[src/rtl/mem_access_unit_pkg.sv]
// Shared definitions for the RV32I MEM stage: funct3 encodings, FSM states,
// stall-request levels and the access-size decode helper.
package mem_access_unit_pkg;

    // Load funct3 encodings. Stores reuse the low three (SB=000, SH=001, SW=010).
    localparam logic [2:0] F3_LB  = 3'b000;
    localparam logic [2:0] F3_LH  = 3'b001;
    localparam logic [2:0] F3_LW  = 3'b010;
    localparam logic [2:0] F3_LBU = 3'b100;
    localparam logic [2:0] F3_LHU = 3'b101;

    localparam logic STALL_ENABLE  = 1'b1;
    localparam logic STALL_DISABLE = 1'b0;

    localparam logic [31:0] ZERO_WORD = 32'h0000_0000;

    typedef enum logic [1:0] {
        S_IDLE = 2'd0,
        S_REQ  = 2'd1,
        S_HOLD = 2'd2
    } state_t;

    // Byte count of an access; 0 marks a funct3 that is not a memory op.
    function automatic logic [2:0] size_of(input logic [2:0] funct3);
        case (funct3)
            F3_LB, F3_LBU: size_of = 3'd1;
            F3_LH, F3_LHU: size_of = 3'd2;
            F3_LW:         size_of = 3'd4;
            default:       size_of = 3'd0;
        endcase
    endfunction

endpackage

[src/rtl/mem_access_unit_if.sv]
// Memory-side bus of the MEM stage: memory controller req/ack channel and
// DCache lookup/update port.
//
// Handshake: mc_req_o rises the cycle after a request is accepted and stays
// high, with every mc_* output stable, up to and including the cycle in which
// the controller pulses mc_ack_i for one cycle (mc_rdata_i valid with it).
// mc_ack_i is ignored while mc_req_o is low; dropping mc_req_o before the ack
// (reset) aborts the transaction.
interface mem_access_unit_if #(
    parameter int XLEN   = 32,
    parameter int ADDR_W = 32
);
    logic              mc_req_o;
    logic              mc_we_o;
    logic [ADDR_W-1:0] mc_addr_o;
    logic [XLEN-1:0]   mc_wdata_o;
    logic [2:0]        mc_len_o;
    logic              mc_ack_i;
    logic [XLEN-1:0]   mc_rdata_i;
    logic [ADDR_W-1:0] dc_addr_o;
    logic              dc_hit_i;
    logic [XLEN-1:0]   dc_rdata_i;
    logic              dc_wr_o;
    logic [3:0]        dc_be_o;
    logic [XLEN-1:0]   dc_wdata_o;

    modport master (
        output mc_req_o, mc_we_o, mc_addr_o, mc_wdata_o, mc_len_o,
        input  mc_ack_i, mc_rdata_i,
        output dc_addr_o, dc_wr_o, dc_be_o, dc_wdata_o,
        input  dc_hit_i, dc_rdata_i
    );

    modport slave (
        input  mc_req_o, mc_we_o, mc_addr_o, mc_wdata_o, mc_len_o,
        output mc_ack_i, mc_rdata_i,
        input  dc_addr_o, dc_wr_o, dc_be_o, dc_wdata_o,
        output dc_hit_i, dc_rdata_i
    );
endinterface

[src/rtl/mem_access_unit_load_extend.sv]
// Lane select plus sign/zero extension of load data. Shared by the DCache
// hit path (real byte offset) and the controller ack path (offset 0, data
// already low-aligned).
module mem_access_unit_load_extend
    import mem_access_unit_pkg::*;
(
    input  logic [31:0] data,
    input  logic [1:0]  offset,
    input  logic [2:0]  funct3,
    output logic [31:0] result
);
    logic [31:0] shifted;

    // Shift the addressed lane down to bit 0, then extend by load type.
    always_comb begin
        shifted = data >> {offset, 3'b000};
        result  = ZERO_WORD;
        case (funct3)
            F3_LB:   result = {{24{shifted[7]}}, shifted[7:0]};
            F3_LH:   result = {{16{shifted[15]}}, shifted[15:0]};
            F3_LW:   result = data;
            F3_LBU:  result = {24'h0, shifted[7:0]};
            F3_LHU:  result = {16'h0, shifted[15:0]};
            default: result = ZERO_WORD;
        endcase
    end
endmodule

[src/rtl/mem_access_unit.sv]
// RV32I MEM stage: zero-wait loads on DCache hit, otherwise a req/ack
// transaction to the memory controller whose result is held in HOLD until
// the pipeline advances. Stores and aligned word fills update the DCache.
module mem_access_unit
    import mem_access_unit_pkg::*;
#(
    parameter int XLEN             = 32,
    parameter int ADDR_W           = 32,
    parameter int REG_AW           = 5,
    parameter int PIPE_DEPTH       = 6,
    parameter int MEM_STAGE        = 3,
    parameter int USE_DCACHE       = 1,
    parameter int ALLOW_MISALIGNED = 1
) (
    input  logic                  clk,
    input  logic                  rst,
    input  logic [3:0]            mem_op_i,
    input  logic                  mem_en_i,
    input  logic [XLEN-1:0]       rd_data_i,
    input  logic [REG_AW-1:0]     rd_addr_i,
    input  logic                  rd_we_i,
    input  logic [ADDR_W-1:0]     mem_addr_i,
    output logic [XLEN-1:0]       rd_data_o,
    output logic [REG_AW-1:0]     rd_addr_o,
    output logic                  rd_we_o,
    mem_access_unit_if.master     bus,
    input  logic [PIPE_DEPTH-1:0] stall_i,
    output logic                  stallreq_o,
    output logic                  misalign_o,
    output state_t                dbg_state
);
    localparam bit DC_EN = (USE_DCACHE != 0);

    state_t            state;
    logic              mc_req;
    logic [ADDR_W-1:0] req_addr;
    logic [XLEN-1:0]   req_wdata;
    logic [XLEN-1:0]   cap_data;
    logic [2:0]        req_len;
    logic [2:0]        req_funct3;
    logic              req_we;
    logic              req_mis;
    logic [REG_AW-1:0] req_rd_addr;

    // Only the MEM stage's own stall bit matters here.
    logic unused_stall;
    assign unused_stall = ^stall_i;

    // Decode of the incoming instruction (only acted on in IDLE).
    logic [2:0] funct3;
    logic [2:0] size;
    logic       is_store, is_mem, misaligned, trap, hit, start;
    assign funct3     = mem_op_i[2:0];
    assign is_store   = mem_op_i[3];
    assign size       = size_of(funct3);
    assign is_mem     = mem_en_i && (size != 3'd0);
    assign misaligned = ((size == 3'd2) && mem_addr_i[0]) ||
                        ((size == 3'd4) && (mem_addr_i[1:0] != 2'b00));
    assign trap       = is_mem && misaligned && (ALLOW_MISALIGNED == 0);
    assign hit        = is_mem && !is_store && !misaligned && DC_EN && bus.dc_hit_i;
    assign start      = is_mem && !trap && !hit;

    // One extender: ack data while in REQ, DCache word otherwise.
    logic        in_req;
    logic [31:0] ext_result;
    assign in_req = (state == S_REQ);

    mem_access_unit_load_extend u_load_extend (
        .data   (in_req ? bus.mc_rdata_i : bus.dc_rdata_i),
        .offset (in_req ? 2'b00 : mem_addr_i[1:0]),
        .funct3 (in_req ? req_funct3 : funct3),
        .result (ext_result)
    );

    // Control FSM with request registers, registered mc_req and result capture.
    always_ff @(posedge clk or negedge rst) begin
        if (!rst) begin
            state       <= S_IDLE;
            mc_req      <= 1'b0;
            req_addr    <= '0;
            req_wdata   <= '0;
            req_len     <= 3'd0;
            req_funct3  <= 3'd0;
            req_we      <= 1'b0;
            req_mis     <= 1'b0;
            req_rd_addr <= '0;
            cap_data    <= '0;
        end else begin
            case (state)
                S_IDLE: begin
                    if (start) begin
                        state       <= S_REQ;
                        mc_req      <= 1'b1;
                        req_addr    <= mem_addr_i;
                        req_wdata   <= rd_data_i;
                        req_len     <= size;
                        req_funct3  <= funct3;
                        req_we      <= is_store;
                        req_mis     <= misaligned;
                        req_rd_addr <= rd_addr_i;
                    end
                end
                S_REQ: begin
                    if (bus.mc_ack_i) begin
                        state    <= S_HOLD;
                        mc_req   <= 1'b0;
                        cap_data <= req_we ? '0 : ext_result;
                    end
                end
                S_HOLD: begin
                    if (!stall_i[MEM_STAGE]) state <= S_IDLE;
                end
                default: state <= S_IDLE;
            endcase
        end
    end

    // Pipeline-side outputs; everything reads 0 while reset is held.
    always_comb begin
        rd_data_o  = '0;
        rd_addr_o  = '0;
        rd_we_o    = 1'b0;
        stallreq_o = STALL_DISABLE;
        misalign_o = 1'b0;
        if (rst) begin
            case (state)
                S_IDLE: begin
                    if (!is_mem) begin
                        rd_data_o = rd_data_i;
                        rd_addr_o = rd_addr_i;
                        rd_we_o   = rd_we_i;
                    end else if (trap) begin
                        rd_addr_o  = rd_addr_i;
                        misalign_o = 1'b1;
                    end else if (hit) begin
                        rd_data_o = ext_result;
                        rd_addr_o = rd_addr_i;
                        rd_we_o   = (rd_addr_i != '0);
                    end else begin
                        stallreq_o = STALL_ENABLE;
                    end
                end
                S_REQ: stallreq_o = STALL_ENABLE;
                S_HOLD: begin
                    rd_data_o = cap_data;
                    rd_addr_o = req_rd_addr;
                    rd_we_o   = !req_we && (req_rd_addr != '0);
                end
                default: ;
            endcase
        end
    end

    // Memory controller side comes straight from registers.
    assign bus.mc_req_o   = mc_req;
    assign bus.mc_we_o    = mc_req && req_we;
    assign bus.mc_addr_o  = mc_req ? req_addr : '0;
    assign bus.mc_wdata_o = (mc_req && req_we) ? req_wdata : '0;
    assign bus.mc_len_o   = mc_req ? req_len : 3'd0;

    // DCache update on store ack, or fill on aligned LW ack; misaligned
    // accesses never touch the cache.
    logic       ack_in_req, store_upd, fill_upd;
    logic [3:0] be_base;
    assign ack_in_req = in_req && bus.mc_ack_i;
    assign store_upd  = DC_EN && ack_in_req && req_we && !req_mis;
    assign fill_upd   = DC_EN && ack_in_req && !req_we && (req_funct3 == F3_LW) && !req_mis;
    assign be_base    = (req_len == 3'd1) ? 4'b0001 :
                        (req_len == 3'd2) ? 4'b0011 : 4'b1111;

    assign bus.dc_addr_o  = (!rst || !DC_EN) ? '0 : (in_req ? req_addr : mem_addr_i);
    assign bus.dc_wr_o    = store_upd || fill_upd;
    assign bus.dc_be_o    = store_upd ? (be_base << req_addr[1:0]) :
                            fill_upd  ? 4'hF : 4'h0;
    assign bus.dc_wdata_o = store_upd ? (req_wdata << {req_addr[1:0], 3'b000}) :
                            fill_upd  ? bus.mc_rdata_i : '0;

    assign dbg_state = state;
endmodule

[src/flat_wrapper.sv]
// flat-port wrapper written by rule: the top's interface ports become plain ports
module mem_access_unit_flat import mem_access_unit_pkg::*;
#(
    parameter int XLEN             = 32,
    parameter int ADDR_W           = 32,
    parameter int REG_AW           = 5,
    parameter int PIPE_DEPTH       = 6,
    parameter int MEM_STAGE        = 3,
    parameter int USE_DCACHE       = 1,
    parameter int ALLOW_MISALIGNED = 1
)
  (clk, rst, mem_op_i, mem_en_i, rd_data_i, rd_addr_i, rd_we_i, mem_addr_i, rd_data_o, rd_addr_o, rd_we_o, stall_i, stallreq_o, misalign_o, dbg_state, bus_mc_req_o, bus_mc_we_o, bus_mc_addr_o, bus_mc_wdata_o, bus_mc_len_o, bus_mc_ack_i, bus_mc_rdata_i, bus_dc_addr_o, bus_dc_wr_o, bus_dc_be_o, bus_dc_wdata_o, bus_dc_hit_i, bus_dc_rdata_i);
  mem_access_unit_if #(.XLEN(XLEN), .ADDR_W(ADDR_W)) bus_i ();
  input  logic clk;
  input  logic rst;
  input  logic [3:0] mem_op_i;
  input  logic mem_en_i;
  input  logic [XLEN-1:0] rd_data_i;
  input  logic [REG_AW-1:0] rd_addr_i;
  input  logic rd_we_i;
  input  logic [ADDR_W-1:0] mem_addr_i;
  output logic [XLEN-1:0] rd_data_o;
  output logic [REG_AW-1:0] rd_addr_o;
  output logic rd_we_o;
  input  logic [PIPE_DEPTH-1:0] stall_i;
  output logic stallreq_o;
  output logic misalign_o;
  output state_t dbg_state;
  output wire logic [$bits(bus_i.mc_req_o)-1:0] bus_mc_req_o;
  output wire logic [$bits(bus_i.mc_we_o)-1:0] bus_mc_we_o;
  output wire logic [$bits(bus_i.mc_addr_o)-1:0] bus_mc_addr_o;
  output wire logic [$bits(bus_i.mc_wdata_o)-1:0] bus_mc_wdata_o;
  output wire logic [$bits(bus_i.mc_len_o)-1:0] bus_mc_len_o;
  input wire logic [$bits(bus_i.mc_ack_i)-1:0] bus_mc_ack_i;
  input wire logic [$bits(bus_i.mc_rdata_i)-1:0] bus_mc_rdata_i;
  output wire logic [$bits(bus_i.dc_addr_o)-1:0] bus_dc_addr_o;
  output wire logic [$bits(bus_i.dc_wr_o)-1:0] bus_dc_wr_o;
  output wire logic [$bits(bus_i.dc_be_o)-1:0] bus_dc_be_o;
  output wire logic [$bits(bus_i.dc_wdata_o)-1:0] bus_dc_wdata_o;
  input wire logic [$bits(bus_i.dc_hit_i)-1:0] bus_dc_hit_i;
  input wire logic [$bits(bus_i.dc_rdata_i)-1:0] bus_dc_rdata_i;
  assign bus_mc_req_o = bus_i.mc_req_o;
  assign bus_mc_we_o = bus_i.mc_we_o;
  assign bus_mc_addr_o = bus_i.mc_addr_o;
  assign bus_mc_wdata_o = bus_i.mc_wdata_o;
  assign bus_mc_len_o = bus_i.mc_len_o;
  assign bus_i.mc_ack_i = bus_mc_ack_i;
  assign bus_i.mc_rdata_i = bus_mc_rdata_i;
  assign bus_dc_addr_o = bus_i.dc_addr_o;
  assign bus_dc_wr_o = bus_i.dc_wr_o;
  assign bus_dc_be_o = bus_i.dc_be_o;
  assign bus_dc_wdata_o = bus_i.dc_wdata_o;
  assign bus_i.dc_hit_i = bus_dc_hit_i;
  assign bus_i.dc_rdata_i = bus_dc_rdata_i;
  mem_access_unit #(.XLEN(XLEN), .ADDR_W(ADDR_W), .REG_AW(REG_AW), .PIPE_DEPTH(PIPE_DEPTH), .MEM_STAGE(MEM_STAGE), .USE_DCACHE(USE_DCACHE), .ALLOW_MISALIGNED(ALLOW_MISALIGNED)) u_core (.clk(clk), .rst(rst), .mem_op_i(mem_op_i), .mem_en_i(mem_en_i), .rd_data_i(rd_data_i), .rd_addr_i(rd_addr_i), .rd_we_i(rd_we_i), .mem_addr_i(mem_addr_i), .rd_data_o(rd_data_o), .rd_addr_o(rd_addr_o), .rd_we_o(rd_we_o), .bus(bus_i), .stall_i(stall_i), .stallreq_o(stallreq_o), .misalign_o(misalign_o), .dbg_state(dbg_state));
endmodule
[config.mk]
export PLATFORM = sky130hd
export DESIGN_NAME = mem_access_unit_flat
export DESIGN_NICKNAME = d
export VERILOG_FILES = /design/src/rtl/mem_access_unit_pkg.sv /design/src/rtl/mem_access_unit_if.sv /design/src/rtl/mem_access_unit_load_extend.sv /design/src/rtl/mem_access_unit.sv /design/src/flat_wrapper.sv
export SDC_FILE = /design/constraint.sdc
export NUM_CORES = 1
export LEC_CHECK = 0
export CORE_UTILIZATION = 49
export CTS_BUF_LIST = sky130_fd_sc_hd__clkbuf_8
export DETAILED_ROUTE_END_ITERATION = 16
export PLACE_DENSITY = 0.89
export SYNTH_ARGS = -nofsm -noshare
export SYNTH_HDL_FRONTEND = slang
export SYNTH_HIERARCHICAL = 1
export SYNTH_SLANG_ARGS = --single-unit
[constraint.sdc]
create_clock -name clk -period 6.1 [get_ports clk]
set_input_delay 1.525 -clock clk [delete_from_list [all_inputs] [get_ports clk]]
set_output_delay 1.525 -clock clk [all_outputs]
set_load 0.1 [all_outputs]
==> run metrics <==
area delta synth->final 50.6%; WP data required 4.58 ns; critical path arrival 4.31 ns; drt total wl 32600 um; Final Critical Period 5.83 ns; CTS Root Cell clkbuf_8; most common cell after layout, fill and taps aside nand2_1; Reg2Reg Depth 11; share of the synthesized area in the top cell type 0.342; PostCTS Resize Cnt 0; Design Area, Final 12300 um^2; Post-DP HPWL 23800 um; DP Worst Slack 0.360 ns; Synth warnings 6; Port Buffers 322; Initial Util 0.508; NumNets Final 1377; crit end category output port; Fillers 1102; Pre-Repair DR Iteration Count 5; grt total ovfl 0; Iter 0 DRT Violations 880; Core Area 16100 um^2; synth top area cells dfrtp_1, nand2_1, mux2_2; Post-DRT Antenna Nets 0; clk_lat worst skew 0.40 ns; Reg power frac 0.225; NetSw 4.08 mW; Synth async-reset ratio 1.00; #FFs+latches synth 112; LEAKAGE 5.33 nW; f_max 171 MHz; GPL Wtd Cong 0.962; Hold EP u_core/cap_data[11]$_DFFE_PN0P_; Tightest Hold Check Type register to register; Worst-path clk slew 0.12 ns; Gate Count Post-Synth 954; startpoint type of the worst setup path input pin; Die Height 131 um; Least-Margin Pin Slew 1.14 ns; Post-Syn Nets 1103; clk buf depth 2; gr usage total 0.375; die span in x 131 um; CTS tree done; post-route DRC violation count 0; clk_skew 0.0215 ns; Routed WL per cell 22.5 um; PwrDens 542 nW/um^2; CP Class input pin to output port; Netlist cell types 59; Top Ports 329; Seq/Total Area, Yosys 0.342; initial antenna violation count 1; post-route setup slack 0.268 ns; Top FF cell, synth dfrtp_1; Post-Place Cells 1433; DIE AREA 17200 um^2; H-tree levels 3; vias in the first global route 8619; power share of the clock group 0.070; Post-Syn Area 8190 um^2; Comb power frac 0.705; maximum VDD drop 0.452 mV; reg2reg end u_core/cap_data[31]$_DFFE_PN0P_; r2r setup slk 2.93 ns; first-pass GRT wire length 49900 um; status finished, final reports clean; final slew viol count 0; syn avg cell area 8.59 um^2; CTS sink cnt 112; fin crit share 0.956; worst-path fanout max 16; CTS Buf Count 9; final non-filler cell total 1450; Sw Ratio 0.609; FF-to-FF Start u_core/dbg_state[1]$_DFFE_PN0P_; Hold Buf Count CTS 0; hold_ws 0.495 ns; Max Cap Violations 0; HP Start u_core/cap_data[11]$_DFFE_PN0P_; Finish-stage setup viols 0; unrepaired setup endpoints after global routing false; vias post-DR 8811; vias per cell 6.08; final hold violations 0; WHS Path Cells 2; layout cells sized above 1 0.198; most used cells in the layout excluding fill and tap cells nand2_1, clkdlybuf4s50_1, dfrtp_1; Int Pwr 2.61 mW; dpl cell area 12100 um^2; number of flops mapped to enable cells by yosys 0; post-CTS setup buffers 0; biggest area consumer among synthesized cells dfrtp_1; Rows 46; Rel. slew slack 0.240; largest net degree at the start of global routing 71
## power by group through the flow
stage	Sequential, mW	Combinational (mW)	Clock, mW
4_1_cts	1.48	4.70	0.474
3_5_place_dp	1.50	4.68	0
5_1_grt	1.54	4.87	0.502
6_report	1.51	4.72	0.468
2_1_floorplan	1.30	3.57	0
3_3_place_gp	1.47	4.63	0
## critical path: stages
cell             delay, ns
clkdlybuf4s50_1       0.60
nand2_1               0.08
nand2_1               0.33
mux2_2                0.41
o221ai_4              0.47
o21ai_1               0.19
and2_1                0.18
a221o_1               0.32
buf_12                0.19
## flip-flops by register name, summed over array words and instances, names as in the netlist
| name | flops |
|---|---|
| u_core/dbg_state | 2 |
| u_core/req_rd_addr | 5 |
| u_core/req_len | 3 |
| u_core/cap_data | 32 |
| u_core/req_we | 1 |
| u_core/bus.mc_req_o | 1 |
| u_core/req_funct3 | 3 |
| u_core/req_mis | 1 |
| u_core/req_wdata | 32 |
| u_core/req_addr | 32 |
## Yosys cell counts, drive strengths merged, types with 4 or more instances
library cell and n:
a211o 8, inv 5, mux2i 31, nor2b 7, a21boi 30, a22oi 4, nand2b 39, nor3b 5
nor2 17, nand2 246, a221o 40, mux2 77, and2 72, a32o 12, dfrtp 112, a21oi 6
and3 32, buf 34, a22o 18, clkbuf 49, nor3 4, o21ai 60, nand3b 7, o311ai 4
mux4 5
## per-stage QoR
| step | power [mW] | utilization | TNS, ns |
|---|---|---|---|
| after floorplan | 4.87 | - | -0.434 |
| after global placement | 6.10 | 0.753 | 0 |
| after detailed placement | 6.18 | 0.753 | 0 |
| after CTS | 6.65 | 0.766 | 0 |
| after global routing | 6.91 | 0.766 | 0 |
| final | 6.69 | 0.766 | 0 |
## logic make-up after synthesis
family	after synthesis	share of synthesized area
AO/OA/AOI/OAI	197	0.184
XOR/XNOR	1	0.00107
flip-flops	112	0.342
AND/OR/NAND/NOR	442	0.266
buffers and inverters	88	0.0486
other	1	0.000458
multiplexers	113	0.158
## worst max-delay path by stage
stage | from | endpoint | slack (ns) | cells after the start
after floorplan | bus_mc_ack_i | bus_dc_wdata_o[10] | -0.06 | 5
after global placement | mem_op_i[0] | rd_data_o[27] | 0.38 | 9
after detailed placement | mem_op_i[0] | rd_data_o[23] | 0.36 | 9
after CTS | mem_op_i[0] | rd_data_o[21] | 0.32 | 9
after global routing | mem_op_i[0] | rd_data_o[21] | 0.14 | 9
final | mem_op_i[0] | rd_data_o[21] | 0.27 | 9
## layer usage
layer | part of all wire | GRT usage | vias to the layer above
li1 | - | - | 3897
met1 | 0.39 | 0.481 | 4242
met2 | 0.46 | 0.597 | 570
met3 | 0.094 | 0.0652 | 102
met4 | 0.051 | 0.214 | 0
met5 | 0 | 0 | -
## final cells by class
| type | count | area [um^2] | area share |
|---|---|---|---|
| Clock buffer | 12 | 165 | 0.0134 |
| Timing Repair Buffer | 346 | 4020 | 0.326 |
| Multi-Input combinational cell | 754 | 5030 | 0.407 |
| Clock inverter | 4 | 36.3 | 0.00294 |
| Antenna cell | 1 | 2.50 | 0.000203 |
| Inverter | 5 | 18.8 | 0.00152 |
| Sequential cell | 112 | 2810 | 0.227 |
| Tap cell | 216 | 270 | 0.0219 |
Note: power is estimated with default switching activity, not from simulation.
